## config.mk

```make
export PLATFORM = sky130hd
export DESIGN_NAME = mux_sel_scanner
export DESIGN_NICKNAME = d
export VERILOG_FILES = /design/src/rtl/mux_sel_scanner.sv
export SDC_FILE = /design/constraint.sdc
export NUM_CORES = 1
export LEC_CHECK = 0
export CAP_MARGIN = 20
export CORE_MARGIN = 1
export CORE_UTILIZATION = 59
export CTS_BUF_LIST = sky130_fd_sc_hd__clkbuf_8 sky130_fd_sc_hd__clkbuf_16
export CTS_CLUSTER_SIZE = 14
export DETAILED_ROUTE_END_ITERATION = 12
export PLACE_DENSITY = 0.89
export SYNTH_ARGS = -nofsm -noshare
export SYNTH_HDL_FRONTEND = slang
export SYNTH_SLANG_ARGS = --single-unit
```

## constraint.sdc

```tcl
create_clock -name clk -period 4.4 [get_ports clk]
set_input_delay 0.88 -clock clk [delete_from_list [all_inputs] [get_ports clk]]
set_output_delay 0.88 -clock clk [all_outputs]
set_load 0.02 [all_outputs]
```

## src/rtl/mux_sel_scanner.sv

```systemverilog
// Round-robin select sequencer and sampler for a 4:1 single-bit mux.
// Steps sel across the enabled channels, holds each for a programmable dwell,
// samples y at the end of each dwell and assembles the samples into a frame word.
module mux_sel_scanner #(
    parameter int unsigned DWELL_W = 8
) (
    input  logic               clk,
    input  logic               rst_n,
    input  logic               en,
    input  logic               single_shot,
    input  logic [3:0]         mask,
    input  logic [DWELL_W-1:0] dwell,
    input  logic               y,
    output logic [1:0]         sel,
    output logic               sel_valid,
    output logic               busy,
    output logic               sample_stb,
    output logic               sample_bit,
    output logic [1:0]         sample_ch,
    output logic [3:0]         frame,
    output logic               frame_done
);

    localparam int unsigned NCH   = 4;
    localparam int unsigned SEL_W = 2;

    typedef enum logic {
        ST_IDLE  = 1'b0,
        ST_DWELL = 1'b1
    } state_t;

    // Index of the lowest set bit; 0 when none is set (callers check for zero first).
    function automatic logic [SEL_W-1:0] lowest_set(input logic [NCH-1:0] m);
        logic [SEL_W-1:0] idx;
        idx = '0;
        for (int i = NCH - 1; i >= 0; i--) begin
            if (m[i]) begin
                idx = SEL_W'(i);
            end
        end
        return idx;
    endfunction

    state_t               r_state;
    state_t               w_state_nx;
    logic [NCH-1:0]       r_mask_q;
    logic [NCH-1:0]       w_mask_q_nx;
    logic [DWELL_W-1:0]   r_dwell_q;
    logic [DWELL_W-1:0]   w_dwell_q_nx;
    logic [DWELL_W-1:0]   r_cnt;
    logic [DWELL_W-1:0]   w_cnt_nx;
    logic [NCH-1:0]       r_acc;
    logic [NCH-1:0]       w_acc_nx;
    logic [SEL_W-1:0]     r_sel;
    logic [SEL_W-1:0]     w_sel_nx;
    logic                 r_sel_valid;
    logic                 w_sel_valid_nx;
    logic                 r_busy;
    logic                 w_busy_nx;
    logic                 r_sample_stb;
    logic                 w_sample_stb_nx;
    logic                 r_sample_bit;
    logic                 w_sample_bit_nx;
    logic [SEL_W-1:0]     r_sample_ch;
    logic [SEL_W-1:0]     w_sample_ch_nx;
    logic [NCH-1:0]       r_frame;
    logic [NCH-1:0]       w_frame_nx;
    logic                 r_frame_done;
    logic                 w_frame_done_nx;

    logic [DWELL_W-1:0]   w_dwell_eff;
    logic [NCH-1:0]       w_above;
    logic [NCH-1:0]       w_acc_merged;
    logic                 w_last_cycle;
    logic                 w_start_ok;

    // Helper decodes: effective dwell, channels above the current one, end-of-dwell.
    always_comb begin
        w_dwell_eff  = (dwell == '0) ? DWELL_W'(1) : dwell;
        w_above      = r_mask_q & NCH'(4'b1110 << r_sel);
        w_last_cycle = (r_cnt == (r_dwell_q - DWELL_W'(1)));
        w_start_ok   = en && (mask != '0);
        w_acc_merged = r_acc;
        w_acc_merged[r_sel] = y;
    end

    // Next-state and next-output logic.
    always_comb begin
        w_state_nx      = r_state;
        w_mask_q_nx     = r_mask_q;
        w_dwell_q_nx    = r_dwell_q;
        w_cnt_nx        = r_cnt;
        w_acc_nx        = r_acc;
        w_sel_nx        = r_sel;
        w_sel_valid_nx  = 1'b0;
        w_busy_nx       = 1'b0;
        w_sample_stb_nx = 1'b0;
        w_sample_bit_nx = r_sample_bit;
        w_sample_ch_nx  = r_sample_ch;
        w_frame_nx      = r_frame;
        w_frame_done_nx = 1'b0;

        case (r_state)
            ST_IDLE: begin
                if (w_start_ok) begin
                    w_state_nx     = ST_DWELL;
                    w_mask_q_nx    = mask;
                    w_dwell_q_nx   = w_dwell_eff;
                    w_sel_nx       = lowest_set(mask);
                    w_cnt_nx       = '0;
                    w_acc_nx       = '0;
                    w_sel_valid_nx = 1'b1;
                    w_busy_nx      = 1'b1;
                end
            end

            ST_DWELL: begin
                if (!en) begin
                    // Abort: partial dwell and partial frame are dropped.
                    w_state_nx = ST_IDLE;
                end else begin
                    w_sel_valid_nx = 1'b1;
                    w_busy_nx      = 1'b1;
                    if (w_last_cycle) begin
                        w_acc_nx        = w_acc_merged;
                        w_sample_stb_nx = 1'b1;
                        w_sample_bit_nx = y;
                        w_sample_ch_nx  = r_sel;
                        if (w_above != '0) begin
                            w_sel_nx = lowest_set(w_above);
                            w_cnt_nx = '0;
                        end else begin
                            w_frame_nx      = w_acc_merged & r_mask_q;
                            w_frame_done_nx = 1'b1;
                            if (single_shot || !w_start_ok) begin
                                w_state_nx     = ST_IDLE;
                                w_sel_valid_nx = 1'b0;
                                w_busy_nx      = 1'b0;
                            end else begin
                                // Free-run: new frame picks up the current mask and dwell.
                                w_mask_q_nx  = mask;
                                w_dwell_q_nx = w_dwell_eff;
                                w_sel_nx     = lowest_set(mask);
                                w_cnt_nx     = '0;
                                w_acc_nx     = '0;
                            end
                        end
                    end else begin
                        w_cnt_nx = r_cnt + DWELL_W'(1);
                    end
                end
            end

            default: begin
                w_state_nx = ST_IDLE;
            end
        endcase
    end

    // State and output registers.
    always_ff @(posedge clk or negedge rst_n) begin
        if (!rst_n) begin
            r_state      <= ST_IDLE;
            r_mask_q     <= '0;
            r_dwell_q    <= '0;
            r_cnt        <= '0;
            r_acc        <= '0;
            r_sel        <= '0;
            r_sel_valid  <= 1'b0;
            r_busy       <= 1'b0;
            r_sample_stb <= 1'b0;
            r_sample_bit <= 1'b0;
            r_sample_ch  <= '0;
            r_frame      <= '0;
            r_frame_done <= 1'b0;
        end else begin
            r_state      <= w_state_nx;
            r_mask_q     <= w_mask_q_nx;
            r_dwell_q    <= w_dwell_q_nx;
            r_cnt        <= w_cnt_nx;
            r_acc        <= w_acc_nx;
            r_sel        <= w_sel_nx;
            r_sel_valid  <= w_sel_valid_nx;
            r_busy       <= w_busy_nx;
            r_sample_stb <= w_sample_stb_nx;
            r_sample_bit <= w_sample_bit_nx;
            r_sample_ch  <= w_sample_ch_nx;
            r_frame      <= w_frame_nx;
            r_frame_done <= w_frame_done_nx;
        end
    end

    assign sel        = r_sel;
    assign sel_valid  = r_sel_valid;
    assign busy       = r_busy;
    assign sample_stb = r_sample_stb;
    assign sample_bit = r_sample_bit;
    assign sample_ch  = r_sample_ch;
    assign frame      = r_frame;
    assign frame_done = r_frame_done;

endmodule
```

Word level (Yosys, flattened, before mapping)
Index checks and enable logic that the tools add are counted.
- flip-flop bits (word level): 36
- input port bits: 17
- output and inout port bits: 13
- word-level logic and storage cells: 96
- add/subtract/negate cells: 2
- magnitude comparators: 2
- equal/unequal tests: 8
- shift-type cells: 1
- mux-type cells: 55
- bitwise logic cells: 4
- reductions and logical operators: 13
- operator list (kind ; count):
    8-bit 2-to-1 mux ; 11
    4-bit 2-to-1 mux ; 10
    8-bit one-hot mux with 2 select lines ; 2
    2-bit 2-to-1 mux ; 13
    4-bit one-hot mux with 2 select lines ; 2
    1-bit 2-to-1 mux ; 13
    3-bit AND reduction ; 3
    8-bit by 1-bit adder with 8-bit output, second input constant ; 1
    4-bit AND ; 2
    8-bit equality test ; 1
    8-bit logical NOT ; 1
    2-bit != test, second input constant ; 4
    4-bit AND reduction ; 2
    4-bit nonzero test ; 2
    8-bit by 1-bit subtractor with 8-bit output, second input constant ; 1
    5-bit AND reduction ; 1
    4-bit bitwise mux ; 1
    4-bit != test, second input constant ; 1
    2-bit one-hot mux with 2 select lines ; 1
    4-bit by 2-bit left shift with 4-bit output, first input constant ; 1
    2-bit by 3-bit < comparator with 1-bit output, second input constant ; 1
    3-bit != test, second input constant ; 1
    1-bit demux with 2-bit select ; 1
    2-bit by 1-bit greater-or-equal comparator with 1-bit output, second input constant ; 1
    other kinds (6) ; 8

Longest topological paths before layout
Gate-level depths: netlist of the first run.
- depth in word-level cells: 10
- depth in mapped cells: 11
- depth with buffers taken out: 10

Worst setup path after synthesis of the first run
OpenSTA, ideal clock, no wires.
- path type: in2reg
- from: input mask[0]
- to: register r_dwell_q[1]
- library setup time: 125 ps
- arrival: 2475 ps
- required time: 4275 ps
- slack: 1800 ps
- stages on the path: 6
- path buffers: 2
- cell sequence: o41ai_1 -> or2_1 -> clkbuf_1 -> a21boi_2 -> buf_6 -> mux2_4
- longest elaborated chain between the ends: 6
- elaborated cells on any way between the ends: 7
- classes of those cells: eq/ne: 2; reduce/logical: 5
- RTL lines (what ; RTL line ; text):
    start: declaration ; 11 ; input logic [3:0] mask,
    4-bit nonzero test (*) ; 82 ; w_start_ok = en && (mask != '0);
    1-bit logical AND (*) ; 82 ;
    1-bit logical NOT ; 135 ; if (single_shot || !w_start_ok) begin
    1-bit logical OR ; 135 ;
    2-bit != test (no source line) ; - ;
    5-bit AND reduction (no source line) (*) ; - ;
    end signal: assignment ; 179 ; r_dwell_q <= w_dwell_q_nx;
    end: declaration ; 48 ; logic [DWELL_W-1:0] r_dwell_q;
Mark *: on every way between the ends. The rest lies on a longest branch, timed or not.
A chain may end at the register's enable or synchronous reset.

Worst setup path in the final report of the first run
- from: input mask[0]
- to: register r_mask_q[2]
- longest elaborated chain between the ends: 6
- elaborated cells on any way between the ends: 7
- classes of those cells: eq/ne: 2; reduce/logical: 5
- RTL lines (what ; RTL line ; text):
    4-bit nonzero test (*) ; 82 ;
    1-bit logical AND (*) ; 82 ;
    1-bit logical NOT ; 135 ;
    1-bit logical OR ; 135 ;
    2-bit != test (no source line) ; - ;
    5-bit AND reduction (no source line) (*) ; - ;
    end signal: assignment ; 178 ; r_mask_q <= w_mask_q_nx;
    end: declaration ; 46 ; logic [NCH-1:0] r_mask_q;
Marked as above.

==> flow_summary.toml, run 1 <==
[drt]
drc = 0
ant_nets = 0
wl_met2_um = 1990
drtPass1Iterations = 4
viasPerCell = 5.946
avgRoutedWirePerCell_um = 15.49
drtIter0Drc = 95
routed.top_layer = "met4"
vias = 1659
drt-met1-wl_um = 2047
wirelength_um = 4321
wl_met3_um = 196

[power]
powerDensity_nw_per_um2 = 512.7
ir_drop_mv = 0.2976
leakage_nw = 1.153

[grt]
grt_pass1_wl_um = 7721
globalRoute.totalOverflow = 0
antenna_found_initial = 0
grt_usage = 0.2554
grt_max_degree = 37
grt_pass1_vias = 1667

[clock_tree]
cts_setup_buffers = 0
clockBufferDepth = 2
ctsHoldBuffers = 0
cts_resized = 0
clk_latency_ns = 0.29
cts_buffers = 5
root_buffer = "clkbuf_8"
clock_sinks = 36
htree_levels = 2
clkSlewWorstSetupHoldPaths_ns = 0.07
cts_tree = "done"

[placement]
hpwl_um = 3089
portBuffers = 29
placedCellCount = 271
routabilityCongestion = 0.7925

[critical_path]
reg2reg_to = "r_mask_q[2]"
path_buf_inv = 1
rr_worst_depth = 9
required_ns = 4.57
cp_cell_sequence = "clkdlybuf4s50_1 -> o41ai_1 -> or2_1 -> a21boi_2 -> mux2_1"
cp_max_fo = 12
crit_path_start_kind = "input pin"
slowest_delay_ns = 0.73
path_delay_family = "compound AO/OA/AOI/OAI gates"
endpoint_kind = "flop"
crit_end = "r_mask_q[2]"
worstPathArrival_ns = 3.51
r2r_setup_slack_ns = 1.28
cp-startpoint = "mask[0]"
critical_path_cell_count = 5
path_class = "in -> reg"
slowest_stage = "o41ai_1"
regToRegStartpoint = "r_dwell_q[0]"

[synth]
synth.avg_cell_area_sq_um = 10.52
async_flop_share = 1.000
netlist-cell-type-count = 54
synth_edf_count = 0
yosysTopAreaCell = "dfrtp_1"
synth_seq_area_share = 0.4196
ys_ff_latch = 36
ys.flop_type = "dfrtp_1"
syn_nets = 223
syn_area_sq_um = 2147
ys_warn_count = 0
synth.area.top_cells = "dfrtp_1, mux2_4, mux2i_1"
synth_cells = 204
synth_top_area_frac = 0.4196

[finish]
final_cells = 279
final_common_cell = "dfrtp_1"
final_cell_mix = "dfrtp_1, clkdlybuf4s50_1, nand2_1"
n_antenna_cell = 0
synthToLayoutAreaGrowth_pct = 19.87
drive_gt1_frac = 0.1502
nets = 251

[timing]
worst_slew_pin_slew_ns = 0.8452
drv_slew = 0
clock_skew_ns = 0.009429
fmax_mhz = 299.1
hold_violations = 0
setup_viol = 0
timing.hold.ws_ns = 0.4876
post-route-period-util = 0.7597
layout_min_cycle_time_ns = 3.343
rsz0062_at_grt = "false"
setup_tns_ns = 0
relSlewSlack = 0.4332

[die]
io_pins = 30
die_area_sq_um = 3884
start_util = 0.6286
num_rows = 21
core_sq_um = 3416
die_y_um = 62.33
die_x_um = 62.33

[worst_hold_path]
hold_path.class = "reg -> reg"

[outcome]
outcome = "complete, no violations"

[job]
drv_cap = 0
[area by class of cell]
cell class	count	area [sq um]
fill	234	842.1
multi-input combinational	146	1142
sequential	36	900.9
timing repair buffer	30	297.8
clock buffer	7	96.34
tap	46	57.56
clock inverter	1	30.03
inverter	13	48.80
[metal layers]
| metal | vias up | GRT usage |
|---|---|---|
| li1 | 785 | - |
| met1 | 805 | 0.3590 |
| met2 | 57 | 0.3929 |
| met3 | 12 | 0.03676 |
| met4 | 0 | 0.1134 |
| met5 | - | 0 |
[synth_stat cells (2+ instances only)]
master    count
xnor2_1       7
or2_1         2
nand2_1      15
clkbuf_1      4
buf_2         2
mux2_4        9
nor4_1        5
xor2_1        2
ha_1          2
nand3b_1      6
nand4b_1      3
a21oi_1       7
dfrtp_1      36
a21o_1        3
mux2_1        6
mux2i_1       8
nor2_1       11
o31ai_1       2
o311ai_1      2
or4_1         2
inv_1        11
nor3_1        4
nand3_1       4
a221o_1       3
inv_2         2
a31oi_1       3
buf_6         2
and2_1        5
nor2b_1       2
or2_2         5
o21ai_1       5
o21ai_0       2
[worst register-to-register path, delay by kind of cell, from the launching register on]
kind                       cells  cell delay (ns)
DFF                            1             0.42
buffers and inverters          1             0.10
AOI/OAI and AO/OA              4             1.40
adders and majority gates      1             0.19
and+or+nand+nor                2             0.52
muxes                          1             0.38
[how the worst min path moves through the flow]
stage	start	endpoint	slack (ns)	depth (start not counted)
finish	sample_ch[1]	sample_ch[1]	0.49	1
detailed placement	sample_ch[1]	sample_ch[1]	0.48	1
global placement	sample_bit	sample_bit	0.48	1
floorplan	r_mask_q[0]	r_mask_q[0]	0.48	1
global route	sample_ch[1]	sample_ch[1]	0.52	1
CTS	sample_ch[1]	sample_ch[1]	0.50	1
[stage by stage]
step	setup slack (ns)	utilization	power, mW	area [sq um]
after floorplan	1.800	-	0.8682	2147
after global placement	0.9227	0.7165	0.9833	2447
after detailed placement	0.7572	0.7165	1.003	2447
after CTS	1.038	0.7535	1.320	2574
after global routing	0.9074	0.7535	1.398	2574
final	1.057	0.7535	1.320	2574
[registers in the layout, indices dropped and copies added, names as in the netlist]
register    count
sel             2
r_acc           4
sample_stb      1
r_dwell_q       8
r_cnt           8
sample_ch       2
r_mask_q        4
sample_bit      1
busy            1
frame_done      1
frame           4
[power by group]
group / internal (mW) / switching [mW]
Clock: 0.200 / 0.116
Combinational: 0.240 / 0.242
Sequential: 0.403 / 0.119
[cell families after synthesis]
kind of cell | after synthesis | share of synthesized area
buf+inv | 22 | 0.04837
compound gates | 38 | 0.1381
simple gates | 74 | 0.2139
xor+xnor | 9 | 0.03672
fa+ha+maj | 2 | 0.01165
flops | 36 | 0.4196
mux | 23 | 0.1317
(Power assumes the default switching activity.)
==> inputs of run 2 (changes only) <==
--- a/config.mk
+++ b/config.mk
@@ -7,11 +7,11 @@
 export LEC_CHECK = 0
 export CAP_MARGIN = 20
 export CORE_MARGIN = 1
-export CORE_UTILIZATION = 59
+export CORE_UTILIZATION = 54
 export CTS_BUF_LIST = sky130_fd_sc_hd__clkbuf_8 sky130_fd_sc_hd__clkbuf_16
 export CTS_CLUSTER_SIZE = 14
 export DETAILED_ROUTE_END_ITERATION = 12
-export PLACE_DENSITY = 0.89
+export PLACE_DENSITY = 0.83
 export SYNTH_ARGS = -nofsm -noshare
 export SYNTH_HDL_FRONTEND = slang
 export SYNTH_SLANG_ARGS = --single-unit
==> constraint.sdc (replaced) <==
create_clock -name clk -period 3.1 [get_ports clk]
set_input_delay 0.62 -clock clk [delete_from_list [all_inputs] [get_ports clk]]
set_output_delay 0.62 -clock clk [all_outputs]
set_load 0.02 [all_outputs]
==> run 2 against run 1 <==
  * First-iteration DRC count shrank 8.4%
  * Critical path type is now reg -> reg
  * Clock skew shrank 0.0028 ns
  * Sequential power grew 42%
  * Cell count grew 1.8%
==> flow_summary.toml, run 2 (same netlist as run 1, synthesis figures left out) <==
[finish]
seq_area_sq_um = 900.9
nets = 254
final_common_cell = "dfrtp_1"
fin_util = 0.6855
largest_registers = "r_cnt x8, r_dwell_q x8"
final_cells = 284
fillCellCount = 302
drive_gt1_frac = 0.1568
synthToLayoutAreaGrowth_pct = 19.52
design_area_sq_um = 2566
multi_input_comb_area_sq_um = 1142
n_antenna_cell = 0
final_cell_mix = "dfrtp_1, clkdlybuf4s50_1, nand2_1"

[timing]
hold_violations = 0
fmax_mhz = 355.7
drv_slew = 0
rsz0062_at_grt = "false"
post-route-period-util = 0.9070
clock_skew_ns = 0.006660
layout_min_cycle_time_ns = 2.812
setup_viol = 0
worst_slew_pin_slew_ns = 0.6042
relSlewSlack = 0.5941
setup_tns_ns = 0

[clock_tree]
cts_resized = 0
cts_setup_buffers = 0
root_buffer = "clkbuf_8"
ctsHoldBuffers = 0
clkSlewWorstSetupHoldPaths_ns = 0.07
htree_levels = 2
clock_sinks = 36
clockBufferDepth = 2
cts_tree = "done"
cts_buffers = 5
clk_latency_ns = 0.28

[drt]
avgRoutedWirePerCell_um = 14.15
vias = 1572
drtPass1Iterations = 4
drtIter0Drc = 87
ant_nets = 0
viasPerCell = 5.535
wirelength_um = 4020
drc = 0

[die]
core_sq_um = 3744
die_area_sq_um = 4232
num_rows = 22
die_y_um = 65.06
io_pins = 30
start_util = 0.5735
die_x_um = 65.06

[grt]
met1_usage = 0.3167
grt_usage = 0.2195
antenna_found_initial = 0
grt_pass1_vias = 1504
grt_busiest_layer = "met2"
grt_pass1_wl_um = 7058
grt_max_degree = 37
globalRoute.totalOverflow = 0
grtUsageMet3 = 0.03697
use_met2 = 0.3333

[worst_hold_path]
hold_path.class = "reg -> reg"

[placement]
portBuffers = 29
placedCellCount = 276
routabilityCongestion = 0.7979
post_dp_cell_area_sq_um = 2472
hpwl_um = 2941

[outcome]
outcome = "complete, no violations"

[critical_path]
path_buf_inv = 2
slowest_stage = "o21ai_2"
worstPathArrival_ns = 2.97
path_class = "reg -> reg"
crit_path_start_kind = "flop"
cp_cell_sequence = "inv_1 -> ha_1 -> nor3b_1 -> a21o_1 -> a31oi_1 -> o21ai_2 -> nor2_8 -> a21boi_2 -> buf_4 -> mux2_1"
required_ns = 3.26
slowest_delay_ns = 0.47
cp_max_fo = 12
endpoint_kind = "flop"
path_delay_family = "compound AO/OA/AOI/OAI gates"

[job]
drv_cap = 0

[power]
ir_drop_mv = 0.3207
powerDensity_nw_per_um2 = 683.5
leakage_nw = 1.151
p_total_mw = 1.754
## run 2: power by group
part	leakage, nW	switching (mW)	internal (mW)	total, mW
Clock	0.0486	0.160	0.177	0.337
Combinational	0.657	0.331	0.345	0.676
Sequential	0.446	0.168	0.573	0.741
Total	1.15	0.659	1.10	1.75
## run 2: routing by layer
metal  up-vias  wire (um)  part of all wire
met5         -          0                 0
li1        793          -                 -
met3         2        145             0.036
met2        35       1766              0.44
met4         0         31            0.0077
met1       742       2076              0.52
## run 2: path summary, 6_finish.rpt
check / from / end / slack [ns] / cells past startpoint
setup / recovery: r_dwell_q[0] / r_mask_q[2] / 0.29 / 10
hold / removal: sample_ch[1] / sample_ch[1] / 0.49 / 1
setup reg to reg: r_dwell_q[0] / r_mask_q[2] / 0.29 / 10
hold reg to reg: sample_ch[1] / sample_ch[1] / 0.49 / 1
max in group asynchronous: rst_n / sample_ch[0] / 2.03 / 2
min in group asynchronous: rst_n / r_dwell_q[6] / 0.75 / 2
## run 2: metrics by stage
step	worst slack, ns	hold slack, ns
3_5_place_dp	0.1361	0.4856
3_3_place_gp	0.1924	0.4745
5_1_grt	0.1087	0.5287
2_1_floorplan	0.5622	0.3244
4_1_cts	0.2511	0.5011
6_report	0.2884	0.4919
## run 2: cell type report
cell class | count | share of cell area
Timing Repair Buffer | 33 | 0.1248
Sequential cell | 36 | 0.3510
Clock inverter | 2 | 0.004388
Multi-Input combinational cell | 146 | 0.4452
Tap cell | 48 | 0.02340
Clock buffer | 6 | 0.03218
Inverter | 13 | 0.01902
